`src/rtl/m_btb_predictor_if.sv`:
```
// Lookup/update bus between the fetch/decode stages and the branch target buffer.
// Signal names match the original flat port list so wiring stays recognisable.
interface m_btb_predictor_if #(
    parameter int unsigned AW = 11,
    parameter int unsigned NW = 3
);
    logic [AW-1:0] w_paddr;
    logic [AW-1:0] w_pr;
    logic          w_pre;
    logic          w_hit;
    logic          w_be;
    logic [AW-1:0] w_baddr;
    logic          w_btaken;
    logic [AW-1:0] w_btgt;
    logic          w_flush;
    logic [NW-1:0] w_nvalid;

    modport master (
        output w_paddr, w_be, w_baddr, w_btaken, w_btgt, w_flush,
        input  w_pr, w_pre, w_hit, w_nvalid
    );

    modport slave (
        input  w_paddr, w_be, w_baddr, w_btaken, w_btgt, w_flush,
        output w_pr, w_pre, w_hit, w_nvalid
    );
endinterface

```
`src/rtl/m_btb_predictor.sv`:
```
// Branch target buffer: per-entry saturating direction counters, true-LRU ages,
// allocate-on-taken, synchronous flush. Lookup is combinational and never bypasses updates.
module m_btb_predictor #(
    parameter int unsigned ENTRIES = 4,
    parameter int unsigned AW      = 11,
    parameter int unsigned CW      = 2
) (
    input  logic                w_clk,
    input  logic                w_rst_n,
    m_btb_predictor_if.slave    bus
);
    localparam int unsigned IW = $clog2(ENTRIES);
    localparam int unsigned NW = IW + 1;
    localparam logic [CW-1:0] CTR_MAX  = '1;
    localparam logic [CW-1:0] CTR_WEAK = CW'(1) << (CW - 1);

    logic [ENTRIES-1:0] valid, valid_n;
    logic [AW-1:0]      tag    [ENTRIES];
    logic [AW-1:0]      tag_n  [ENTRIES];
    logic [AW-1:0]      tgt    [ENTRIES];
    logic [AW-1:0]      tgt_n  [ENTRIES];
    logic [CW-1:0]      ctr    [ENTRIES];
    logic [CW-1:0]      ctr_n  [ENTRIES];
    logic [IW-1:0]      age    [ENTRIES];
    logic [IW-1:0]      age_n  [ENTRIES];
    logic [NW-1:0]      nvalid, nvalid_n;

    logic          look_hit;
    logic [IW-1:0] look_idx;
    logic          upd_hit;
    logic [IW-1:0] upd_idx;
    logic [IW-1:0] victim;
    logic          have_free;
    logic          do_touch;
    logic [IW-1:0] touch_idx;

    // Fetch-side lookup
    always_comb begin
        look_hit = 1'b0;
        look_idx = '0;
        for (int unsigned i = 0; i < ENTRIES; i++) begin
            if (valid[i] && tag[i] == bus.w_paddr) begin
                look_hit = 1'b1;
                look_idx = IW'(i);
            end
        end
    end

    assign bus.w_hit    = look_hit;
    assign bus.w_pre    = look_hit && ctr[look_idx][CW-1];
    assign bus.w_pr     = bus.w_pre ? tgt[look_idx] : '0;
    assign bus.w_nvalid = nvalid;

    // Update-side match and victim choice (lowest free slot beats the LRU slot)
    always_comb begin
        upd_hit   = 1'b0;
        upd_idx   = '0;
        victim    = '0;
        have_free = 1'b0;
        for (int unsigned i = 0; i < ENTRIES; i++) begin
            if (valid[i] && tag[i] == bus.w_baddr) begin
                upd_hit = 1'b1;
                upd_idx = IW'(i);
            end
            if (age[i] == IW'(ENTRIES - 1)) begin
                victim = IW'(i);
            end
        end
        for (int unsigned i = 0; i < ENTRIES; i++) begin
            if (!valid[i] && !have_free) begin
                victim    = IW'(i);
                have_free = 1'b1;
            end
        end
    end

    always_comb begin
        valid_n   = valid;
        tag_n     = tag;
        tgt_n     = tgt;
        ctr_n     = ctr;
        age_n     = age;
        do_touch  = 1'b0;
        touch_idx = '0;
        nvalid_n  = '0;

        if (bus.w_flush) begin
            valid_n = '0;
            for (int unsigned i = 0; i < ENTRIES; i++) begin
                age_n[i] = IW'(i);
            end
        end else if (bus.w_be) begin
            if (upd_hit) begin
                do_touch  = 1'b1;
                touch_idx = upd_idx;
                if (bus.w_btaken) begin
                    tgt_n[upd_idx] = bus.w_btgt;
                    if (ctr[upd_idx] != CTR_MAX) begin
                        ctr_n[upd_idx] = ctr[upd_idx] + CW'(1);
                    end
                end else if (ctr[upd_idx] != '0) begin
                    ctr_n[upd_idx] = ctr[upd_idx] - CW'(1);
                end
            end else if (bus.w_btaken) begin
                do_touch        = 1'b1;
                touch_idx       = victim;
                valid_n[victim] = 1'b1;
                tag_n[victim]   = bus.w_baddr;
                tgt_n[victim]   = bus.w_btgt;
                ctr_n[victim]   = CTR_WEAK;
            end
        end

        // Ages stay a permutation: only entries younger than the touched one shift
        if (do_touch) begin
            for (int unsigned j = 0; j < ENTRIES; j++) begin
                if (IW'(j) == touch_idx) begin
                    age_n[j] = '0;
                end else if (age[j] < age[touch_idx]) begin
                    age_n[j] = age[j] + IW'(1);
                end
            end
        end

        for (int unsigned i = 0; i < ENTRIES; i++) begin
            nvalid_n = nvalid_n + NW'(valid_n[i]);
        end
    end

    always_ff @(posedge w_clk or negedge w_rst_n) begin
        if (!w_rst_n) begin
            valid  <= '0;
            nvalid <= '0;
            for (int unsigned i = 0; i < ENTRIES; i++) begin
                tag[i] <= '0;
                tgt[i] <= '0;
                ctr[i] <= '0;
                age[i] <= IW'(i);
            end
        end else begin
            valid  <= valid_n;
            tag    <= tag_n;
            tgt    <= tgt_n;
            ctr    <= ctr_n;
            age    <= age_n;
            nvalid <= nvalid_n;
        end
    end
endmodule

```
`src/flat_wrapper.sv`:
```
// flat-port wrapper written by rule: the top's interface ports become plain ports
module m_btb_predictor_flat 
#(
    parameter int unsigned ENTRIES = 4,
    parameter int unsigned AW      = 11,
    parameter int unsigned CW      = 2
)
  (w_clk, w_rst_n, bus_w_paddr, bus_w_be, bus_w_baddr, bus_w_btaken, bus_w_btgt, bus_w_flush, bus_w_pr, bus_w_pre, bus_w_hit, bus_w_nvalid);
  m_btb_predictor_if #(.AW(AW), .NW((3))) bus_i ();
  input  logic w_clk;
  input  logic w_rst_n;
  input wire logic [$bits(bus_i.w_paddr)-1:0] bus_w_paddr;
  input wire logic [$bits(bus_i.w_be)-1:0] bus_w_be;
  input wire logic [$bits(bus_i.w_baddr)-1:0] bus_w_baddr;
  input wire logic [$bits(bus_i.w_btaken)-1:0] bus_w_btaken;
  input wire logic [$bits(bus_i.w_btgt)-1:0] bus_w_btgt;
  input wire logic [$bits(bus_i.w_flush)-1:0] bus_w_flush;
  output wire logic [$bits(bus_i.w_pr)-1:0] bus_w_pr;
  output wire logic [$bits(bus_i.w_pre)-1:0] bus_w_pre;
  output wire logic [$bits(bus_i.w_hit)-1:0] bus_w_hit;
  output wire logic [$bits(bus_i.w_nvalid)-1:0] bus_w_nvalid;
  assign bus_i.w_paddr = bus_w_paddr;
  assign bus_i.w_be = bus_w_be;
  assign bus_i.w_baddr = bus_w_baddr;
  assign bus_i.w_btaken = bus_w_btaken;
  assign bus_i.w_btgt = bus_w_btgt;
  assign bus_i.w_flush = bus_w_flush;
  assign bus_w_pr = bus_i.w_pr;
  assign bus_w_pre = bus_i.w_pre;
  assign bus_w_hit = bus_i.w_hit;
  assign bus_w_nvalid = bus_i.w_nvalid;
  m_btb_predictor #(.ENTRIES(ENTRIES), .AW(AW), .CW(CW)) u_core (.w_clk(w_clk), .w_rst_n(w_rst_n), .bus(bus_i));
endmodule
```
`config.mk`:
```
export PLATFORM = sky130hd
export DESIGN_NAME = m_btb_predictor_flat
export DESIGN_NICKNAME = d
export VERILOG_FILES = /design/src/rtl/m_btb_predictor_if.sv /design/src/rtl/m_btb_predictor.sv /design/src/flat_wrapper.sv
export SDC_FILE = /design/constraint.sdc
export NUM_CORES = 1
export LEC_CHECK = 0
export CAP_MARGIN = 20
export CORE_ASPECT_RATIO = 0.6
export CORE_UTILIZATION = 35
export CTS_CLUSTER_SIZE = 24
export DETAILED_ROUTE_END_ITERATION = 8
export GPL_ROUTABILITY_DRIVEN = 1
export SKIP_LAST_GASP = 1
export SLEW_MARGIN = 20
export SYNTH_ARGS = -nofsm -noshare
export SYNTH_HDL_FRONTEND = slang
export SYNTH_SLANG_ARGS = --single-unit
export TNS_END_PERCENT = 10
```
`constraint.sdc`:
```
create_clock -name w_clk -period 5.1 [get_ports w_clk]
set_clock_uncertainty 0.1 [all_clocks]
set_input_delay 1.02 -clock w_clk [delete_from_list [all_inputs] [get_ports w_clk]]
set_output_delay 1.02 -clock w_clk [all_outputs]
set_load 0.005 [all_outputs]
```
==> results of run 1 <==
-- final cells by class --
cell class	count	share of cell area, %
timing repair buffer	77	9.09
tap	240	3.83
sequential	111	35.5
multi-input combinational	442	46.7
clock inverter	7	1.17
clock buffer	9	2.87
inverter	16	0.767
-- per-layer routing --
layer,global-route usage (%),routed length (µm)
met1,30.7,9760
met2,27.9,7510
met3,3.87,1130
met4,3.24,91
met5,0,0
-- final timing paths --
kind	cells past startpoint	startpoint	slack, ps	end
setup / recovery	10	bus_w_paddr[5]	180	bus_w_pr[4]
hold / removal	1	u_core.tgt[2]$_DFFE_PN0P_	410	u_core.tgt[2]$_DFFE_PN0P_
setup reg to reg	14	u_core.tag[31]$_DFFE_PN0P_	1290	u_core.ctr[6]$_DFFE_PN0P_
hold reg to reg	1	u_core.tgt[2]$_DFFE_PN0P_	410	u_core.tgt[2]$_DFFE_PN0P_
max in group asynchronous	2	w_rst_n	3380	u_core.tag[34]$_DFFE_PN0P_
min in group asynchronous	1	w_rst_n	560	u_core.tag[2]$_DFFE_PN0P_
-- registers in the layout (all words and copies together), names as in the netlist --
| signal | flops |
|---|---|
| u_core.age | 8 |
| u_core.tag | 44 |
| u_core.valid | 4 |
| u_core.tgt | 44 |
| u_core.bus.w_nvalid | 3 |
| u_core.ctr | 8 |
-- cell families after synthesis --
group	share of synthesized area, %
AO/OA/AOI/OAI	11.7
XOR/XNOR	11.7
adder cells (fa/ha/maj)	2.36
buffers and inverters	4.65
flip-flops	41.7
multiplexers	15.5
AND/OR/NAND/NOR	12.5
-- placed cells by master, fill, tap and decap left out, types with 12 or more instances in the layout --
cell type,Yosys,final
dfrtp_1,107,107
mux2_2,85,85
buf_4,4,24
nand2_1,34,34
inv_1,16,16
nand4_1,40,40
clkdlybuf4s50_1,0,52
o211ai_1,12,12
o21ai_0,23,23
nor2_1,20,20
o22ai_1,12,12
xnor2_1,89,80
-- power by group --
part           internal, mW  switching [mW]
Clock                 0.355           0.386
Combinational         0.247           0.247
Sequential            0.998           0.109
-- metrics by stage --
stage / total power [mW] / instances
6_report: 2.34 / 902
5_1_grt: 2.45 / 902
4_1_cts: 2.34 / 902
3_5_place_dp: 1.60 / 886
3_3_place_gp: 1.59 / 886
2_1_floorplan: 1.42 / 612
==> reports/qor.csv, run 1 <==
stage,metric,value,unit
run_status,status,"complete, no violations",
power_and_ir_drop,ir_drop,0.000171,V
layout,drive_above_1_share,25.1,%
run,cap_viol_max_count,0,
power_and_ir_drop,p_leak,3.20,nW
layout,multiInputGateArea,0.00366,mm²
sta,slew_viol_final,0,
routing,wl_per_cell,20.5,µm
synth,syn-cell-area,0.00668,mm²
cts,cts_resized,0,
synth,synth.distinct_cells,68,
cts,numCtsBuffers,9,
cts,cts_buffer_depth,2,
routing,routed_wl,18500,µm
cts,post_cts_buffers,0,
sta,finalSetupViolations,0,
critical_path,cp_max_fo,12,
routing,ant_nets,0,
grt,overflow,0,
synth,synth_seq_cells,111,
critical_path,slowest_delay,500,ps
sta,fmax,203,MHz
cts,path_clk_slew,80,ps
synth,synth-warning-count,0,
floorplanning,io_pins,54,
synth,syn_nets,662,
layout,n_antenna_cell,0,
layout,stdcell_area,0.00783,mm²
sta,fin_crit_sh,96.6,%
layout,nets,707,
routing,drc,0,
synth,synth_top_area_share,40.1,%
sta,timing_hold_violations_final,0,
floorplanning,dieHeight,109,µm
placement,dpl_worst_slack,144,ps
synth,synth_common_cells,"107 x dfrtp_1, 89 x xnor2_1, 85 x mux2_2, 40 x nand4_1, 34 x nand2_1",
floorplanning,fp-row-count,38,
critical_path,start_kind,input pin,
placement,hpwl,13900,µm
placement,port_buffers,53,
synth,synth_edf_count,0,
grt,first_global_vias,5027,
grt,grtUsageTotal,19.7,%
cts,hold_buffers,0,
critical_path,crit_path_top_delay_cell,clkdlybuf4s50_1,
routing,first_pass_iters,5,
cts,h-tree-depth,3,
sta,period_needed,4920,ps
grt,grt_max_degree,77,
layout,seqCellArea,0.00278,mm²
synth,yosys.area.top_type,dfrtp_1,
sta,tns,0,ps
synth,ys_async_sr_fraction,100,%
layout,fin_util,42.7,%
critical_path,crit_type,input pin to output port,
layout,nFillCells,1735,
placement,place_congestion,0.939,
critical_path,path_buf_inv,4,
routing,drt-initial-drc-count,332,
layout,area_growth,17.3,%
critical_path,cpLargestDelayFamily,buffers and inverters,
grt,grt_pass1_wl,29400,µm
placement,place_area,0.00744,mm²
synth,synthTopCellsByArea,"dfrtp_1 40%, mux2_2 14%, xnor2_1 12%, nand4_1 3.7%, ha_1 2.1%",
routing,viasPerCell,5.65,
floorplanning,initial_core_util,36.4,%
floorplanning,coreArea,0.0184,mm²
synth,synthCells,612,
synth,synthFlopType,dfrtp_1,
critical_path,arrival,3800,ps
floorplanning,die_w,180,µm
power_and_ir_drop,power.density,299,mW/mm²
sta,worstMarginPinSlew,725,ps
critical_path,required,3980,ps
sta,worst_hold_slack,413,ps
grt,antenna_found_initial,0,
cts,clock_latency,360,ps
cts,cts-root-buf,clkbuf_16,
critical_path,worstSetupEndpointType,output port,
floorplanning,die-area,0.0197,mm²
sta,worst_slack,176,ps
hold_path,hold_path_class,flip-flop to flip-flop,
cts,cts_tree,done,
synth,syn_area_per_cell,10.9,µm²
synth,synth_most_common_cell,dfrtp_1,
routing,dr_total_vias,5099,
sta,maxSlewHeadroom,51.7,%
synth,yosysSeqAreaShare,41.7,%
cts,cts.sinks,111,
critical_path,path_cells,clkdlybuf4s50_1 -> buf_4 -> xnor2_1 -> nand4_1 -> or3_1 -> o311ai_0 -> a21boi_0 -> buf_4 -> o211a_1 -> clkdlybuf4s50_1,
(Power assumes the default switching activity.)
==> run 2: changes to the inputs <==
--- a/config.mk
+++ b/config.mk
@@ -5,6 +5,7 @@
 export SDC_FILE = /design/constraint.sdc
 export NUM_CORES = 1
 export LEC_CHECK = 0
+export ABC_AREA = 1
 export CAP_MARGIN = 20
 export CORE_ASPECT_RATIO = 0.6
 export CORE_UTILIZATION = 35
==> run 2 against run 1 <==
Effect of this change:
- synthesized cell count increased by 59%
- sequential share of layout area is 2.3 points lower
- non-clock buffer count grew 5
- hold slack worse by 28 ps
==> reports/qor.csv, run 2 <==
stage,metric,value,unit,change
synth,yosysSeqAreaShare,39.2,%,-2.4 points
critical_path,path_cells,clkdlybuf4s50_1 -> xor2_1 -> nor4_1 -> nand2_1 -> inv_1 -> a21oi_1 -> inv_1 -> nand2_1 -> o211ai_1 -> nand3_1 -> buf_4 -> a21oi_1 -> clkdlybuf4s50_1,,
layout,nFillCells,2005,,+16%
cts,cts-root-buf,clkbuf_16,,
routing,routed_wl,24000,µm,+30%
sta,fin_crit_sh,96.6,%,about the same
placement,hpwl,18600,µm,+34%
routing,viasPerCell,5.27,,-6.8%
synth,synth_seq_cells,111,,unchanged
critical_path,crit_path_top_delay_cell,clkdlybuf4s50_1,,
critical_path,path_buf_inv,5,,+1
synth,yosys.area.top_type,dfrtp_1,,
floorplanning,coreArea,0.0194,mm²,+5.8%
synth,synth_common_cells,"317 x nand2_1, 121 x inv_1, 107 x dfrtp_1, 79 x o21ai_0, 46 x nand3_1",,
power_and_ir_drop,power,2.39,mW,+2.1%
synth,synth.distinct_cells,49,,-28%
synth,synth-warning-count,0,,unchanged
critical_path,cp_max_fo,11,,-1
cts,hold_buffers,0,,unchanged
grt,busiest_layer,met1,,
sta,finalSetupViolations,0,,unchanged
hold_path,min_from,u_core.tgt[21]$_DFFE_PN0P_,,
routing,wl_per_cell,18.3,µm,-11%
cts,cts.sinks,111,,unchanged
layout,final_common_cell,nand2_1,,
synth,syn_nets,1026,,+55%
routing,drc,0,,unchanged
sta,rsz0062_at_grt,no,,
critical_path,start_kind,input pin,,
hold_path,hold_path_class,flip-flop to flip-flop,,
layout,n_antenna_cell,0,,unchanged
floorplanning,die_w,186,µm,+3.0%
sta,timing_hold_violations_final,0,,unchanged
grt,use_met2,28.2,%,+0.33 points
run,cap_viol_max_count,0,,unchanged
routing,drt-initial-drc-count,780,,+130%
grt,grt_pass1_wl,37500,µm,+28%
synth,ys_async_sr_fraction,100,%,unchanged
floorplanning,io_pins,54,,unchanged
sta,worstMarginPinSlew,959,ps,+234 ps
placement,place_congestion,1.02,,+9.0%
routing,dr_total_vias,6904,,+35%
placement,port_buffers,53,,unchanged
power_and_ir_drop,power.density,286,mW/mm²,-4.5%
cts,cts_buffer_depth,2,,unchanged
cts,path_clk_slew,70,ps,about the same
synth,syn-cell-area,0.00709,mm²,+6.2%
grt,antenna_found_initial,0,,unchanged
grt,grt_max_degree,73,,-5.2%
critical_path,worstSetupEndpointType,output port,,
grt,use_met3,9.77,%,+5.9 points
cts,cts_tree,done,,
layout,drive_above_1_share,10.3,%,-15 points
synth,synthFlopType,dfrtp_1,,
power_and_ir_drop,p_leak,4.03,nW,+26%
critical_path,crit_type,input pin to output port,,
critical_path,arrival,3810,ps,about the same
synth,synth_edf_count,0,,unchanged
sta,tns,0,ps,unchanged
floorplanning,initial_core_util,36.5,%,+0.12 points
power_and_ir_drop,ir_drop,0.000146,V,-15%
routing,first_pass_iters,5,,unchanged
cts,clock_latency,370,ps,about the same
sta,maxSlewHeadroom,36.1,%,-16 points
cts,h-tree-depth,3,,unchanged
critical_path,cpLargestDelayFamily,buffers and inverters,,
floorplanning,dieHeight,112,µm,+3.0%
sta,slew_viol_final,0,,unchanged
grt,overflow,0,,unchanged
synth,syn_area_per_cell,7.26,µm²,-33%
critical_path,reg2reg_slack,1840,ps,+550 ps
grt,first_global_vias,6214,,+24%
synth,synthTopCellsByArea,"dfrtp_1 38%, nand2_1 17%, inv_1 6.4%, o21ai_0 5.6%, nand3_1 3.2%",,
layout,area_growth,18.0,%,
floorplanning,fp-row-count,39,,+2.6%
critical_path,rr_startpoint,u_core.tag[26]$_DFFE_PN0P_,,
grt,met1_usage,40.0,%,+9.3 points
critical_path,slowest_delay,570,ps,+70 ps
cts,numCtsBuffers,9,,unchanged
critical_path,required,3980,ps,about the same
run_status,status,"complete, no violations",,
routing,ant_nets,0,,unchanged
critical_path,critPathLaunch,bus_w_paddr[2],,
sta,fmax,203,MHz,about the same
synth,synth_top_area_share,37.8,%,-2.3 points
synth,synth_most_common_cell,nand2_1,,
sta,period_needed,4930,ps,+3.85 ps
layout,final_cell_mix,"317 x nand2_1, 121 x inv_1, 107 x dfrtp_1",,
synth,synthCells,976,,+59%
layout,nets,1089,,+54%
layout,reg.largest.list,"u_core.tag: 44 flops, u_core.tgt: 44 flops",,
floorplanning,die-area,0.0209,mm²,+6.1%
grt,grtUsageTotal,24.2,%,+4.5 points
[run 2: kinds of logic (layout without fill, tap and decap cells)]
kind of cell / count (synthesis) / count (layout) / share of synthesized area (%)
DFF: 111 / 111 / 39.2
adders and majority gates: 12 / 12 / 2.22
AOI/OAI and AO/OA: 188 / 188 / 16.6
buffers and inverters: 167 / 235 / 9.18
and+or+nand+nor: 476 / 476 / 30.1
xor gates and xnor gates: 22 / 22 / 2.72
[run 2: worst paths after layout]
check	to	cells after the start
max in group asynchronous	u_core.tgt[21]$_DFFE_PN0P_	2
max reg2reg	u_core.bus.w_nvalid[1]$_DFF_PN0_	15
min reg2reg	u_core.tgt[21]$_DFFE_PN0P_	2
min	u_core.tgt[21]$_DFFE_PN0P_	2
min in group asynchronous	u_core.age[2]$_DFF_PN0_	1
max	bus_w_pr[3]	13
[run 2: final cells by class]
class / count / area, µm² / share of cell area [%]
multi-input combinational: 698 / 3660 / 43.7
tap: 266 / 333 / 3.98
clock inverter: 7 / 104 / 1.24
clock buffer: 9 / 225 / 2.69
timing repair buffer: 82 / 751 / 8.97
inverter: 137 / 514 / 6.15
sequential: 111 / 2780 / 33.3
[run 2: repair_timing]
action | CTS | global route
resized for setup | 0 | 3
setup buffers | 0 | 1
endpoints found under the setup margin | 0 | 11
hold endpoints to repair | 0 | 0
[run 2: tightest hold or removal path: cells and delay by family, from the launching register on]
family,cells,cell delay [ps]
flops,1,350
simple gates,2,100
[run 2: layer usage]
layer / part of all wire (%) / up-vias / wire, µm
met1: 52 / 3210 / 12500
li1: - / 3363 / -
met2: 35 / 312 / 8340
met4: 0.64 / 0 / 153
met3: 12 / 19 / 3000
met5: 0 / - / 0
[run 2: stage by stage]
step                      worst slack [ps]  utilization [%]  area (µm²)  cells  hold slack, ps
after floorplan                       1440                -        7090    976             342
after global placement                 213             41.3        8030   1293             365
after detailed placement               220             41.3        8030   1293             367
after CTS                              205             43.0        8350   1309             388
after global routing                  4.95             43.1        8370   1310             404
final                                  172             43.1        8370   1310             385
[run 2: power breakdown]
part | switching (mW) | internal [mW]
registers | 0.122 | 0.983
clock network | 0.368 | 0.439
logic | 0.296 | 0.183
total | 0.786 | 1.60
==> run 3: changes to the inputs <==
--- a/config.mk
+++ b/config.mk
@@ -8,10 +8,12 @@
 export ABC_AREA = 1
 export CAP_MARGIN = 20
 export CORE_ASPECT_RATIO = 0.6
+export CORE_MARGIN = 1.5
 export CORE_UTILIZATION = 35
 export CTS_CLUSTER_SIZE = 24
 export DETAILED_ROUTE_END_ITERATION = 8
 export GPL_ROUTABILITY_DRIVEN = 1
+export GPL_TIMING_DRIVEN = 0
 export SKIP_LAST_GASP = 1
 export SLEW_MARGIN = 20
 export SYNTH_ARGS = -nofsm -noshare
==> run 3 against run 2 <==
Effect of this change:
- fmax grew 1.1%
- sequential share of layout area is 0.23 points higher
- hold slack improved by 4.2 ps
- via count is 1.4% higher
- sequential power about the same
- power shrank 4.5%
- combinational power is 1% lower
- clock power is 12% lower
- global-route usage decreased by 0.75 points
- highest routed layer unchanged
==> reports/qor.csv, run 3 (same netlist as run 2, synthesis figures left out) <==
stage,metric,value,unit,change
sta,tns,0,ps,unchanged
floorplanning,coreArea,0.0199,mm²,+2.6%
sta,worst_hold_slack,389,ps,+4.17 ps
run_status,status,"complete, no violations",,
routing,drt-initial-drc-count,822,,+5.4%
critical_path,arrival,5020,ps,+1210 ps
critical_path,slowest_delay,630,ps,+60 ps
grt,busiest_layer,met1,,
critical_path,r2r_cells,16,,+1
critical_path,worst_path_most_repeated_cell,nand2_1,,
cts,h-tree-depth,3,,unchanged
critical_path,required,5250,ps,+1270 ps
critical_path,start_kind,input pin,,
layout,drive_above_1_share,9.67,%,-0.68 points
layout,n_antenna_cell,0,,unchanged
layout,final_cell_mix,"316 x nand2_1, 118 x inv_1, 107 x dfrtp_1",,
grt,grtUsageTotal,23.5,%,-0.75 points
cts,numCtsBuffers,9,,unchanged
cts,cts.sinks,111,,unchanged
critical_path,worstSetupEndpointType,flip-flop,,
hold_path,hold_path_class,flip-flop to flip-flop,,
cts,cts-root-buf,clkbuf_16,,
layout,reg.largest.list,"u_core.tag: 44 flops, u_core.tgt: 44 flops",,
placement,hpwl,18300,µm,-1.2%
sta,fmax,205,MHz,+1.1%
power_and_ir_drop,ir_drop,0.000158,V,+8.1%
grt,first_global_vias,6456,,+3.9%
critical_path,cp_max_fo,10,,-1
routing,routed_wl,24100,µm,+0.57%
grt,grt_max_degree,77,,+5.5%
power_and_ir_drop,power.density,275,mW/mm²,-3.8%
routing,first_pass_iters,6,,+1
routing,dr_total_vias,7004,,+1.4%
placement,place_congestion,0.948,,-7.4%
critical_path,cpLargestDelayFamily,buffers and inverters,,
cts,clock_latency,370,ps,about the same
critical_path,crit_path_top_delay_cell,clkdlybuf4s50_1,,
sta,timing_hold_violations_final,0,,unchanged
layout,nets,1091,,+0.18%
sta,fin_crit_sh,95.6,%,-1.1 points
cts,hold_buffers,0,,unchanged
grt,grt_pass1_wl,37800,µm,+0.64%
layout,fin_util,41.7,%,-1.4 points
routing,viasPerCell,5.31,,+0.83%
hold_path,hold_end,u_core.tgt[10]$_DFFE_PN0P_,,
sta,worstMarginPinSlew,624,ps,-335 ps
sta,period_needed,4870,ps,-53.9 ps
routing,drc,0,,unchanged
cts,cts_tree,done,,
floorplanning,fp-row-count,40,,+2.6%
sta,finalSetupViolations,0,,unchanged
floorplanning,dieHeight,113,µm,+0.89%
floorplanning,initial_core_util,35.6,%,-0.91 points
critical_path,path_buf_inv,5,,unchanged
layout,final_common_cell,nand2_1,,
run,cap_viol_max_count,0,,unchanged
floorplanning,io_pins,54,,unchanged
hold_path,min_from,u_core.tgt[10]$_DFFE_PN0P_,,
critical_path,reg2reg_slack,1300,ps,-540 ps
grt,met1_usage,37.2,%,-2.8 points
sta,slew_viol_final,0,,unchanged
critical_path,crit_type,input pin to flip-flop,,
critical_path,critPathLaunch,bus_w_baddr[7],,
hold_path,min_path_cells,2,,unchanged
routing,ant_nets,0,,unchanged
grt,use_met3,8.10,%,-1.7 points
floorplanning,die_w,187,µm,+0.54%
critical_path,path_cells,clkdlybuf4s50_1 -> inv_2 -> nand2_1 -> nand2_1 -> nand3_1 -> nor4_1 -> nand4_1 -> nand2_1 -> nor3_2 -> nand3_1 -> clkbuf_2 -> o21ai_0 -> ha_1 -> inv_1 -> fa_1 -> inv_1 -> ha_1,,
sta,rsz0062_at_grt,no,,
grt,overflow,0,,unchanged
routing,wl_per_cell,18.3,µm,about the same
power_and_ir_drop,power,2.28,mW,-4.5%
grt,antenna_found_initial,0,,unchanged
layout,area_growth,17.2,%,
grt,use_met2,29.8,%,+1.6 points
critical_path,timing.rr.end,u_core.bus.w_nvalid[1]$_DFF_PN0_,,
critical_path,rr_startpoint,u_core.tag[7]$_DFFE_PN0P_,,
placement,port_buffers,51,,-3.8%
cts,path_clk_slew,80,ps,about the same
power_and_ir_drop,p_leak,4.03,nW,about the same
cts,cts_buffer_depth,2,,unchanged
floorplanning,die-area,0.0211,mm²,+1.4%
sta,maxSlewHeadroom,58.4,%,+22 points
==> run 3: layout make-up <==
type	instances	area (µm²)
multi-input combinational	698	3660
buffer	30	140
clock inverter	5	50.0
tap	273	342
clock buffer	10	239
sequential	111	2780
inverter	137	514
fill	2111	11600
timing repair buffer	54	579
==> run 3: stage by stage <==
| step | setup slack (ps) | cells | instance area (µm²) |
|---|---|---|---|
| global placement | -1600 | 1300 | 7940 |
| CTS | -5.47 | 1316 | 8270 |
| floorplan | 1440 | 976 | 7090 |
| finish | 226 | 1318 | 8310 |
| global route | 79.0 | 1318 | 8310 |
| detailed placement | -232 | 1301 | 7970 |
==> run 3: report_power, final <==
part	leakage (nW)	internal, mW	switching, mW
sequential	1.46	0.983	0.112
combinational	2.43	0.178	0.295
clock	0.144	0.354	0.361
total	4.03	1.52	0.768
==> run 3: what timing repair did <==
action / in CTS / in global routing
hold endpoints to repair: 0 / 0
setup endpoints to repair: 10 / 12
pin swaps: 0 / 3
setup buffers: 0 / 2
gates resized for setup: 4 / 15
==> run 3: worst max-delay path by stage <==
| stage | endpoint | depth (start not counted) |
|---|---|---|
| after floorplan | bus_w_pr[0] | 13 |
| after global routing | u_core.bus.w_nvalid[1]$_DFF_PN0_ | 17 |
| after detailed placement | bus_w_pr[1] | 11 |
| after global placement | u_core.tag[12]$_DFFE_PN0P_ | 1 |
| after CTS | bus_w_pr[1] | 11 |
| final | u_core.bus.w_nvalid[1]$_DFF_PN0_ | 17 |
==> run 3: per-layer routing <==
metal | wire length [µm] | part of all wire [%]
met1 | 12300 | 51
met2 | 8880 | 37
met3 | 2780 | 12
met4 | 174 | 0.72
met5 | 0 | 0
==> run 3: worst register-to-register path, stage by stage (launching register included) <==
cell      delay [ps]
dfrtp_1          460
inv_1            120
nand2_1           60
nand2_1           80
nand3_1           70
nor4_1           320
nand4_1          330
nand2_1          220
nor3_2            80
nand3_1          220
clkbuf_2         350
o21ai_0          280
ha_1             350
inv_1             40
fa_1             350
inv_1             60
ha_1             220
